## src/rtl/mem_access_unit.sv

```systemverilog
// Byte-serial sequencer between the CPU execute stage and the 4096x8 data memory.
// Word and byte loads/stores go out as one or two byte accesses; all outputs are registered.
module mem_access_unit #(
  parameter int MEM_RD_LAT = 1
) (
  input  logic        clk,
  input  logic        rst_n,
  input  logic        cpu_req,
  input  logic        cpu_we,
  input  logic        cpu_byte,
  input  logic [11:0] cpu_addr,
  input  logic [15:0] cpu_wdata,
  output logic        cpu_busy,
  output logic        cpu_done,
  output logic [15:0] cpu_rdata,
  output logic [11:0] mem_address,
  output logic [7:0]  mem_datain,
  output logic        mem_write_enable,
  input  logic [7:0]  mem_dataout
);

  typedef enum logic [2:0] {IDLE, WR_LO, WR_HI, RD_LO, RD_HI, DONE} state_t;

  localparam logic [2:0] LAT = 3'(MEM_RD_LAT);

  state_t      state, state_nxt;
  logic        op_we, op_we_nxt;
  logic        op_byte, op_byte_nxt;
  logic [11:0] op_addr, op_addr_nxt;
  logic [15:0] op_wdata, op_wdata_nxt;
  logic [7:0]  lo_q, lo_nxt, hi_q, hi_nxt;
  logic [2:0]  cnt, cnt_nxt;
  logic        busy_nxt, done_nxt, we_nxt;
  logic [15:0] rdata_nxt;
  logic [11:0] addr_nxt;
  logic [7:0]  din_nxt;

  // Each state's effect lands on the edge that leaves it, so the memory
  // strobe and the done pulse trail the state register by one cycle.
  always_comb begin
    state_nxt    = state;
    op_we_nxt    = op_we;
    op_byte_nxt  = op_byte;
    op_addr_nxt  = op_addr;
    op_wdata_nxt = op_wdata;
    lo_nxt       = lo_q;
    hi_nxt       = hi_q;
    cnt_nxt      = cnt;
    busy_nxt     = cpu_busy;
    done_nxt     = 1'b0;
    we_nxt       = mem_write_enable;
    rdata_nxt    = cpu_rdata;
    addr_nxt     = mem_address;
    din_nxt      = mem_datain;
    case (state)
      IDLE: begin
        busy_nxt = 1'b0;
        we_nxt   = 1'b0;
        // busy is still high in the done cycle; a request then is dropped
        if (cpu_req && !cpu_busy) begin
          op_we_nxt    = cpu_we;
          op_byte_nxt  = cpu_byte;
          op_addr_nxt  = cpu_addr;
          op_wdata_nxt = cpu_wdata;
          addr_nxt     = cpu_addr;
          busy_nxt     = 1'b1;
          cnt_nxt      = '0;
          state_nxt    = cpu_we ? WR_LO : RD_LO;
        end
      end
      WR_LO: begin
        we_nxt    = 1'b1;
        din_nxt   = op_wdata[7:0];
        state_nxt = op_byte ? DONE : WR_HI;
      end
      WR_HI: begin
        we_nxt    = 1'b1;
        addr_nxt  = op_addr + 12'd1;
        din_nxt   = op_wdata[15:8];
        state_nxt = DONE;
      end
      RD_LO: begin
        we_nxt = 1'b0;
        if (cnt == LAT) begin
          lo_nxt  = mem_dataout;
          cnt_nxt = '0;
          if (op_byte) state_nxt = DONE;
          else begin
            addr_nxt  = op_addr + 12'd1;
            state_nxt = RD_HI;
          end
        end else cnt_nxt = cnt + 3'd1;
      end
      RD_HI: begin
        we_nxt = 1'b0;
        if (cnt == LAT) begin
          hi_nxt    = mem_dataout;
          cnt_nxt   = '0;
          state_nxt = DONE;
        end else cnt_nxt = cnt + 3'd1;
      end
      DONE: begin
        we_nxt   = 1'b0;
        done_nxt = 1'b1;
        if (!op_we) rdata_nxt = op_byte ? {8'h00, lo_q} : {hi_q, lo_q};
        state_nxt = IDLE;
      end
      default: state_nxt = IDLE;
    endcase
  end

  always_ff @(posedge clk or negedge rst_n) begin
    if (!rst_n) begin
      state            <= IDLE;
      op_we            <= 1'b0;
      op_byte          <= 1'b0;
      op_addr          <= '0;
      op_wdata         <= '0;
      lo_q             <= '0;
      hi_q             <= '0;
      cnt              <= '0;
      cpu_busy         <= 1'b0;
      cpu_done         <= 1'b0;
      cpu_rdata        <= '0;
      mem_address      <= '0;
      mem_datain       <= '0;
      mem_write_enable <= 1'b0;
    end else begin
      state            <= state_nxt;
      op_we            <= op_we_nxt;
      op_byte          <= op_byte_nxt;
      op_addr          <= op_addr_nxt;
      op_wdata         <= op_wdata_nxt;
      lo_q             <= lo_nxt;
      hi_q             <= hi_nxt;
      cnt              <= cnt_nxt;
      cpu_busy         <= busy_nxt;
      cpu_done         <= done_nxt;
      cpu_rdata        <= rdata_nxt;
      mem_address      <= addr_nxt;
      mem_datain       <= din_nxt;
      mem_write_enable <= we_nxt;
    end
  end

endmodule

```

## config.mk

```make
export PLATFORM = sky130hd
export DESIGN_NAME = mem_access_unit
export DESIGN_NICKNAME = d
export VERILOG_FILES = /design/src/rtl/mem_access_unit.sv
export SDC_FILE = /design/constraint.sdc
export NUM_CORES = 1
export LEC_CHECK = 0
export CAP_MARGIN = 20
export CORE_MARGIN = 5
export CORE_UTILIZATION = 35
export DETAILED_ROUTE_END_ITERATION = 7
export DONT_BUFFER_PORTS = 1
export GPL_TIMING_DRIVEN = 1
export PLACE_DENSITY = 0.47
export SLEW_MARGIN = 10
export SYNTH_ARGS = -nofsm -noshare
export SYNTH_HDL_FRONTEND = slang
export SYNTH_SLANG_ARGS = --single-unit
```

## constraint.sdc

```tcl
create_clock -name clk -period 2.4 [get_ports clk]
set_input_delay 0.72 -clock clk [delete_from_list [all_inputs] [get_ports clk]]
set_output_delay 0.72 -clock clk [all_outputs]
set_load 0.01 [all_outputs]
```

After elaboration in Yosys (flattened, before gate mapping)
Index checks and enable logic that the tools add are counted.
Widths: inputs -> output; s select.
- $add $sub $neg: 2
- equal/unequal tests: 10
- multiplexer cells: 19
- bitwise gates (word level): 1
- reduce and logical (&&, ||, !) cells: 17
- operators with widths (operator ; count):
    $mux 12 ; 3
    $pmux 12 s3 ; 1
    $mux 3 ; 6
    $mux 16 ; 1
    $pmux 8 s2 ; 1
    $pmux 3 s5 ; 1
    $add 12x1->12 const B ; 1
    $reduce_and 2->1 ; 5
    $ne 2x2->1 const B ; 4
    $eq 3x1->1 const B ; 2
    $eq 3x2->1 const B ; 2
    $eq 3x3->1 const B ; 2
    $pmux 3 s2 ; 1
    $reduce_bool 2->1 ; 3
    $reduce_and 4->1 ; 1
    $reduce_or 2->1 ; 2
    $reduce_or 4->1 ; 1
    $add 3x1->3 const B ; 1
    $logic_not 3->1 ; 1
    $mux 1 ; 3
    $reduce_and 3->1 ; 1
    $reduce_bool 3->1 ; 1
    $mux 2 ; 1
    $pmux 1 s2 ; 1
    3 further kinds ; 3
- register bits: 91
- input bits: 41
- output and inout port bits: 39

Longest topological paths before layout
Gate-level depths: netlist of the first run.
- word-level depth: 4
- gate-level depth with buffers: 7

Worst setup path after synthesis of the first run
Ideal clock, no wire load.
- path kind: input to register
- from: input port cpu_req
- to: register mem_address[8]
- library setup time: 104 ps
- arrival time: 1985 ps
- required time: 2296 ps
- slack: 311 ps
- stages: 4
- path through: or3b_2 a221o_1 or3b_1 o311ai_1
- cells in the longest elaborated chain, start to end: 3
- ends and longest elaborated chain (what ; RTL line ; RTL):
    start: declaration ; 8 ; input logic cpu_req,
    $logic_and 1x1->1 ; 60 ; if (cpu_req && !cpu_busy) begin
    $ne 2x2->1 (no line) ; - ;
    $reduce_and 4->1 (no line) ; - ;
    end signal: assignment ; 140 ; mem_address <= addr_nxt;
    end: declaration ; 16 ; output logic [11:0] mem_address,
Every way passes these cells.
A chain may end at the register's enable or synchronous reset.

Worst setup path after layout of the first run
- from: register cnt[2]
- to: register mem_address[8]
- cells in the longest elaborated chain, start to end: 3
- ends and longest elaborated chain (what ; RTL line ; RTL):
    start: declaration ; 32 ; logic [2:0] cnt, cnt_nxt;
    start signal: assignment ; 136 ; cnt <= cnt_nxt;
    $eq 3x1->1 ; 84 ; if (cnt == LAT) begin
    $ne 2x2->1 (no line) ; - ;
    $reduce_and 4->1 (no line) ; - ;
Every way passes these cells.

==> results of run 1 <==
registers in the layout (all words and copies together), names as in the netlist:
| signal | flops |
|---|---|
| lo_q | 8 |
| cpu_busy | 1 |
| mem_datain | 8 |
| mem_address | 12 |
| hi_q | 8 |
| cpu_done | 1 |
| op_wdata | 16 |
| cpu_rdata | 16 |
| mem_write_enable | 1 |
| state | 3 |
| cnt | 3 |
| op_addr | 12 |
| op_byte | 1 |
| op_we | 1 |
metal layers:
layer,wire length [um],global-route usage [%],vias up,part of all wire (%)
met5,0,0,-,0
met4,205,6.738,0,2.4
met3,574,4.421,12,6.7
met2,3791,18.71,67,44
met1,4055,17.45,1268,47
li1,-,-,1302,-
cells by family (layout without fill, tap and decap cells):
group,after synthesis,after routing,synth area share (%)
flops,91,91,56.09
xor+xnor,5,5,1.079
simple gates,103,103,12.45
compound gates,81,81,11.53
fa+ha+maj,1,1,0.3081
buf+inv,31,33,2.866
mux,57,57,15.69
power breakdown:
part	internal, mW	leakage, nW	total [mW]	switching, mW
Combinational	1.07	0.679	2.08	1.01
Clock	0.707	0.128	1.33	0.620
Sequential	2.29	1.10	3.01	0.721
Total	4.07	1.91	6.42	2.35
worst max-delay path, delay by kind of cell, from the launching register on:
| kind | cells | cell delay, ns |
|---|---|---|
| DFF | 1 | 0.42 |
| buffers and inverters | 1 | 0.22 |
| and+or+nand+nor | 1 | 0.53 |
| AOI/OAI and AO/OA | 2 | 0.67 |
final cells by class:
cell class / count / share of cell area [%]
Sequential cell: 91 / 50.61
Multi-Input combinational cell: 247 / 37.04
Clock buffer: 9 / 5.006
Tap cell: 143 / 3.977
Timing Repair Buffer: 9 / 1.502
Clock inverter: 7 / 1.196
Inverter: 8 / 0.6674
worst max path at each step:
stage                                  start                    endpoint  slack [ns]  depth (start not counted)
after floorplan                      cpu_req  mem_address[8]$_DFFE_PN0P_        0.31                          4
after global placement               cpu_req  mem_address[8]$_DFFE_PN0P_        0.30                          4
after detailed placement             cpu_req  mem_address[8]$_DFFE_PN0P_        0.27                          4
after CTS                 cnt[2]$_DFFE_PN0P_  mem_address[8]$_DFFE_PN0P_        0.43                          4
after global routing      cnt[2]$_DFFE_PN0P_  mem_address[8]$_DFFE_PN0P_        0.36                          4
final                     cnt[2]$_DFFE_PN0P_  mem_address[8]$_DFFE_PN0P_        0.45                          4
cells in the final DEF (no fill, tap or decap), types with 3 or more instances in the layout:
cell type | netlist | routed
nand2_1 | 29 | 29
nor3_1 | 5 | 5
o21ai_0 | 32 | 32
mux2i_1 | 4 | 4
dfrtp_1 | 91 | 91
o22ai_1 | 11 | 11
buf_4 | 0 | 9
nor2_1 | 26 | 26
nand2b_1 | 10 | 10
a21oi_1 | 24 | 24
o31ai_1 | 3 | 3
inv_1 | 7 | 7
clkbuf_16 | 0 | 9
clkinvlp_4 | 0 | 3
mux2_2 | 53 | 53
o31a_1 | 3 | 3
xnor2_1 | 4 | 4
nand3_1 | 8 | 8
or3_1 | 10 | 10
stage by stage:
stage | hold slack, ns | area [um^2] | setup slack (ns) | util (%) | cells
6_report | 0.07090 | 4499 | 0.4537 | 39.40 | 514
3_5_place_dp | 0.4284 | 4220 | 0.2665 | 36.96 | 498
2_1_floorplan | 0.4244 | 4060 | 0.3108 | - | 369
4_1_cts | 0.04200 | 4499 | 0.4308 | 39.40 | 514
3_3_place_gp | 0.4280 | 4220 | 0.3015 | 36.96 | 498
5_1_grt | 0.04415 | 4499 | 0.3610 | 39.40 | 514
==> impl_metrics.yaml, run 1 <==
outcome:
  status: "finished, final reports clean"
sta:
  tns_ns: 0
  hold_viol: 0
  finClkSkew_ns: 0.004064
  fmax_mhz: 513.8
  finalCritPeriodShare_pct: 81.10
  worstMarginPinSlew_ns: 0.5158
  rsz0062_at_grt: "false"
  period_needed_ns: 1.946
  slew_headroom_pct: 65.52
  drv_slew: 0
  setup_viol: 0
clock_network:
  post_cts_resized: 0
  cts_hold_buf: 0
  cts.sinks: 91
  clk-insertion-delay-late_ns: 0.35
  ctsLongestPathBuffers: 2
  cts_htree_levels: 3
  cts_tree: "yes"
  numCtsBuffers: 9
  cts-root-buf: "clkbuf_16"
  path_clk_slew_ns: 0.07
  post_cts_buffers: 0
logic_synthesis:
  synth_ff_type: "dfrtp_1"
  synthCells: 369
  synth.area.top_cells: "dfrtp_1, mux2_2, o21ai_0"
  synth-async-reset-ratio_pct: 100.0
  synth_common_cells: "dfrtp_1, mux2_2, o21ai_0, nand2_1, nor2_1"
  ys_ff_latch: 91
  synth.top_cell.area_share_pct: 56.09
  synth_edf_count: 0
  yosys.cell_count.top_type: "dfrtp_1"
  syn_avg_cell_area_um2: 11.00
  seq_area_frac_synth_pct: 56.09
  ys.warnings.count: 0
  yosys.area.top_type: "dfrtp_1"
  synth_cell_types: 38
  syn_area_mm2: 0.004060
  syn-num-nets: 411
worst_setup_path:
  cp_slowest_cell: "or4b_1"
  r2r_slack_ns: 0.45
  reg2reg_from: "cnt[2]$_DFFE_PN0P_"
  cp_slowest_stage_delay_ns: 0.53
  arrival_ns: 2.19
  critPathCaptureType: "flip-flop"
  rr_worst_depth: 4
  cp-start-kind: "flip-flop"
  r2r-end: "mem_address[8]$_DFFE_PN0P_"
  crit_required_ns: 2.64
  cp_cell_sequence: "or4b_1 > a221o_1 > buf_4 > o311ai_1"
  crit_type: "flip-flop to flip-flop"
  critPathMaxFanout: 24
routing:
  drc: 0
  drtPass1Iterations: 5
  ant_nets: 0
  wirelength_um: 8627
  drt-initial-drc-count: 104
  post_drt_via_cell_ratio: 5.154
  vias: 2649
  wl_per_cell_um: 16.78
place:
  portBuffers: 0
  dpl.hpwl_um: 5837
  gp_congestion: 0.7600
power_and_ir_drop:
  vdd_drop_max_mv: 0.5063
  pwr_density_cell_mw_per_mm2: 1426
  p_total_mw: 6.415
  total_leakage_power_nw: 1.906
floorplanning:
  rows: 39
  die_x_um: 117.7
  ios: 80
  die_area_mm2: 0.01385
  core_mm2: 0.01142
  start_util_pct: 35.56
  fp.dieH_um: 117.7
flow_run:
  maxCapViolations: 0
global_route:
  grt_pass1_wl_um: 14430
  grt_usage_pct: 13.06
  grt_max_degree: 92
  grt_overflow_total: 0
  antenna_found_initial: 0
  grt_pass1_vias: 2623
final_layout:
  drive_gt1_share_pct: 22.10
  seq_area_mm2: 0.002277
  multiInputGateArea_mm2: 0.001667
  area_growth_pct: 10.82
  nFillCells: 1144
  num_antenna_cells: 0
  nets: 408
hold_path:
  hp-class: "input port to asynchronous set/reset pin"
(Power assumes the default switching activity.)
==> inputs of run 2 (changes only) <==
--- a/config.mk
+++ b/config.mk
@@ -11,7 +11,7 @@
 export DETAILED_ROUTE_END_ITERATION = 7
 export DONT_BUFFER_PORTS = 1
 export GPL_TIMING_DRIVEN = 1
-export PLACE_DENSITY = 0.47
+export PLACE_DENSITY = 0.49
 export SLEW_MARGIN = 10
 export SYNTH_ARGS = -nofsm -noshare
 export SYNTH_HDL_FRONTEND = slang
==> constraint.sdc (replaced) <==
create_clock -name clk -period 1.64 [get_ports clk]
set_input_delay 0.492 -clock clk [delete_from_list [all_inputs] [get_ports clk]]
set_output_delay 0.492 -clock clk [all_outputs]
set_load 0.01 [all_outputs]
==> run 2 against run 1 <==
Net effect: power grew 55%; count of clock-buffer cells in the layout is the same; hold slack lost 0.23 ns; routed wire length grew 4.9%; the flow now finishes with violations (negative hold slack, negative setup slack); non-clock buffer count grew 19; highest routed layer unchanged; register-to-register slack lost 0.66 ns; critical path type unchanged.
==> impl_metrics.yaml, run 2 (synthesis results as in run 1) <==
worst_setup_path:
  crit_required_ns: 1.88
  arrival_ns: 2.09
  critPathCaptureType: "flip-flop"
  cp_slowest_stage_delay_ns: 0.52
  path_buf_inv: 0
  cp_slowest_cell: "or4b_1"
  critPathMaxFanout: 2
  crit_type: "flip-flop to flip-flop"
  cp-start-kind: "flip-flop"
  crit_family: "simple AND/OR/NAND/NOR gates"
  cp_cell_sequence: "or4b_1 > a221o_1 > or3b_4 > o311ai_2"
final_layout:
  drive_gt1_share_pct: 27.95
  top_regs: "cpu_rdata (16), op_wdata (16)"
  fin_util_pct: 41.47
  layout_commonest_cell: "dfrtp_1"
  area_growth_pct: 16.64
  final_cell_mix: "dfrtp_1, mux2_2, o21ai_0, nand2_1, nor2_1"
  num_antenna_cells: 0
  nets: 427
floorplanning:
  fp.dieH_um: 117.7
  rows: 39
  core_mm2: 0.01142
  die_x_um: 117.7
  ios: 80
  start_util_pct: 35.56
  die_area_mm2: 0.01385
place:
  dpl.hpwl_um: 6158
  dp_slack_ns: -0.1777
  gp_congestion: 0.7579
  portBuffers: 0
global_route:
  antenna_found_initial: 0
  grt_pass1_vias: 2842
  grt_usage_pct: 13.81
  grt_pass1_wl_um: 15260
  grt_max_degree: 92
  grt_overflow_total: 0
clock_network:
  cts-root-buf: "clkbuf_16"
  ctsLongestPathBuffers: 2
  cts.sinks: 91
  clk-insertion-delay-late_ns: 0.34
  path_clk_slew_ns: 0.07
  numCtsBuffers: 9
  cts_htree_levels: 3
  cts_tree: "yes"
sta:
  fin_ws_ns: -0.2105
  hold_viol: 91
  period_needed_ns: 1.850
  drv_slew: 0
  fmax_mhz: 540.4
  setup_viol: 35
  hold_ws_ns: -0.1548
  finalCritPeriodShare_pct: 112.8
  finClkSkew_ns: 0.007483
  rsz0062_at_grt: "true"
  slew_headroom_pct: 74.68
  worstMarginPinSlew_ns: 0.3798
routing:
  vias: 2764
  drc: 0
  drt-initial-drc-count: 183
  wirelength_um: 9046
  wl_per_cell_um: 16.97
  drtPass1Iterations: 6
  ant_nets: 0
  post_drt_via_cell_ratio: 5.186
power_and_ir_drop:
  pwr_density_cell_mw_per_mm2: 2102
  total_leakage_power_nw: 2.033
  p_total_mw: 9.956
  vdd_drop_max_mv: 1.030
outcome:
  violations: "negative hold slack, negative setup slack"
  status: "finished, violations left"
flow_run:
  maxCapViolations: 0
hold_path:
  hp-class: "input port to asynchronous set/reset pin"
[run 2: final cells by class]
type,instances,area (um^2)
sequential,91,2277
multi-input combinational,247,1714
tap,143,178.9
clock inverter,7,77.57
fill,1141,6683
inverter,8,30.03
timing repair buffer,28,232.7
clock buffer,9,225.2
[run 2: power by group]
| group | switching, mW | internal, mW |
|---|---|---|
| sequential | 0.998 | 3.35 |
| combinational | 1.66 | 1.85 |
| clock | 0.910 | 1.19 |
| total | 3.57 | 6.39 |
[run 2: metal layers]
| metal | track usage, % | routed length [um] |
|---|---|---|
| met1 | 17.54 | 4022 |
| met2 | 21.07 | 4239 |
| met3 | 4.950 | 606 |
| met4 | 6.237 | 178 |
| met5 | 0 | 0 |
[run 2: per-stage QoR]
stage | area (um^2) | setup TNS, ns | cells
final | 4736 | -1.772 | 533
after CTS | 4702 | -1.488 | 534
after global placement | 4373 | -0.9735 | 517
after floorplan | 4140 | -2.124 | 369
after detailed placement | 4373 | -1.538 | 517
after global routing | 4736 | -4.110 | 533
[run 2: path summary, 6_finish.rpt]
kind / startpoint / end / slack, ns / depth (start not counted)
worst max-delay path: cnt[2]$_DFFE_PN0P_ / mem_address[8]$_DFFE_PN0P_ / -0.21 / 4
max in group asynchronous: rst_n / op_wdata[1]$_DFFE_PN0P_ / 1.64 / 0
worst min-delay path: rst_n / op_addr[1]$_DFFE_PN0P_ / -0.15 / 0
worst min register to register: lo_q[0]$_DFFE_PN0P_ / lo_q[0]$_DFFE_PN0P_ / 0.50 / 1
min in group clk: cpu_wdata[4] / op_wdata[4]$_DFFE_PN0P_ / 0.29 / 1
worst max register to register: cnt[2]$_DFFE_PN0P_ / mem_address[8]$_DFFE_PN0P_ / -0.21 / 4
[run 2: repair_timing]
action | CTS | global route
endpoints found under the setup margin | 26 | 60
hold endpoints to repair | 91 | 91
pin swaps | 0 | 5
gates cloned | 0 | 0
setup buffers | 1 | 1
gates resized for setup | 5 | 10
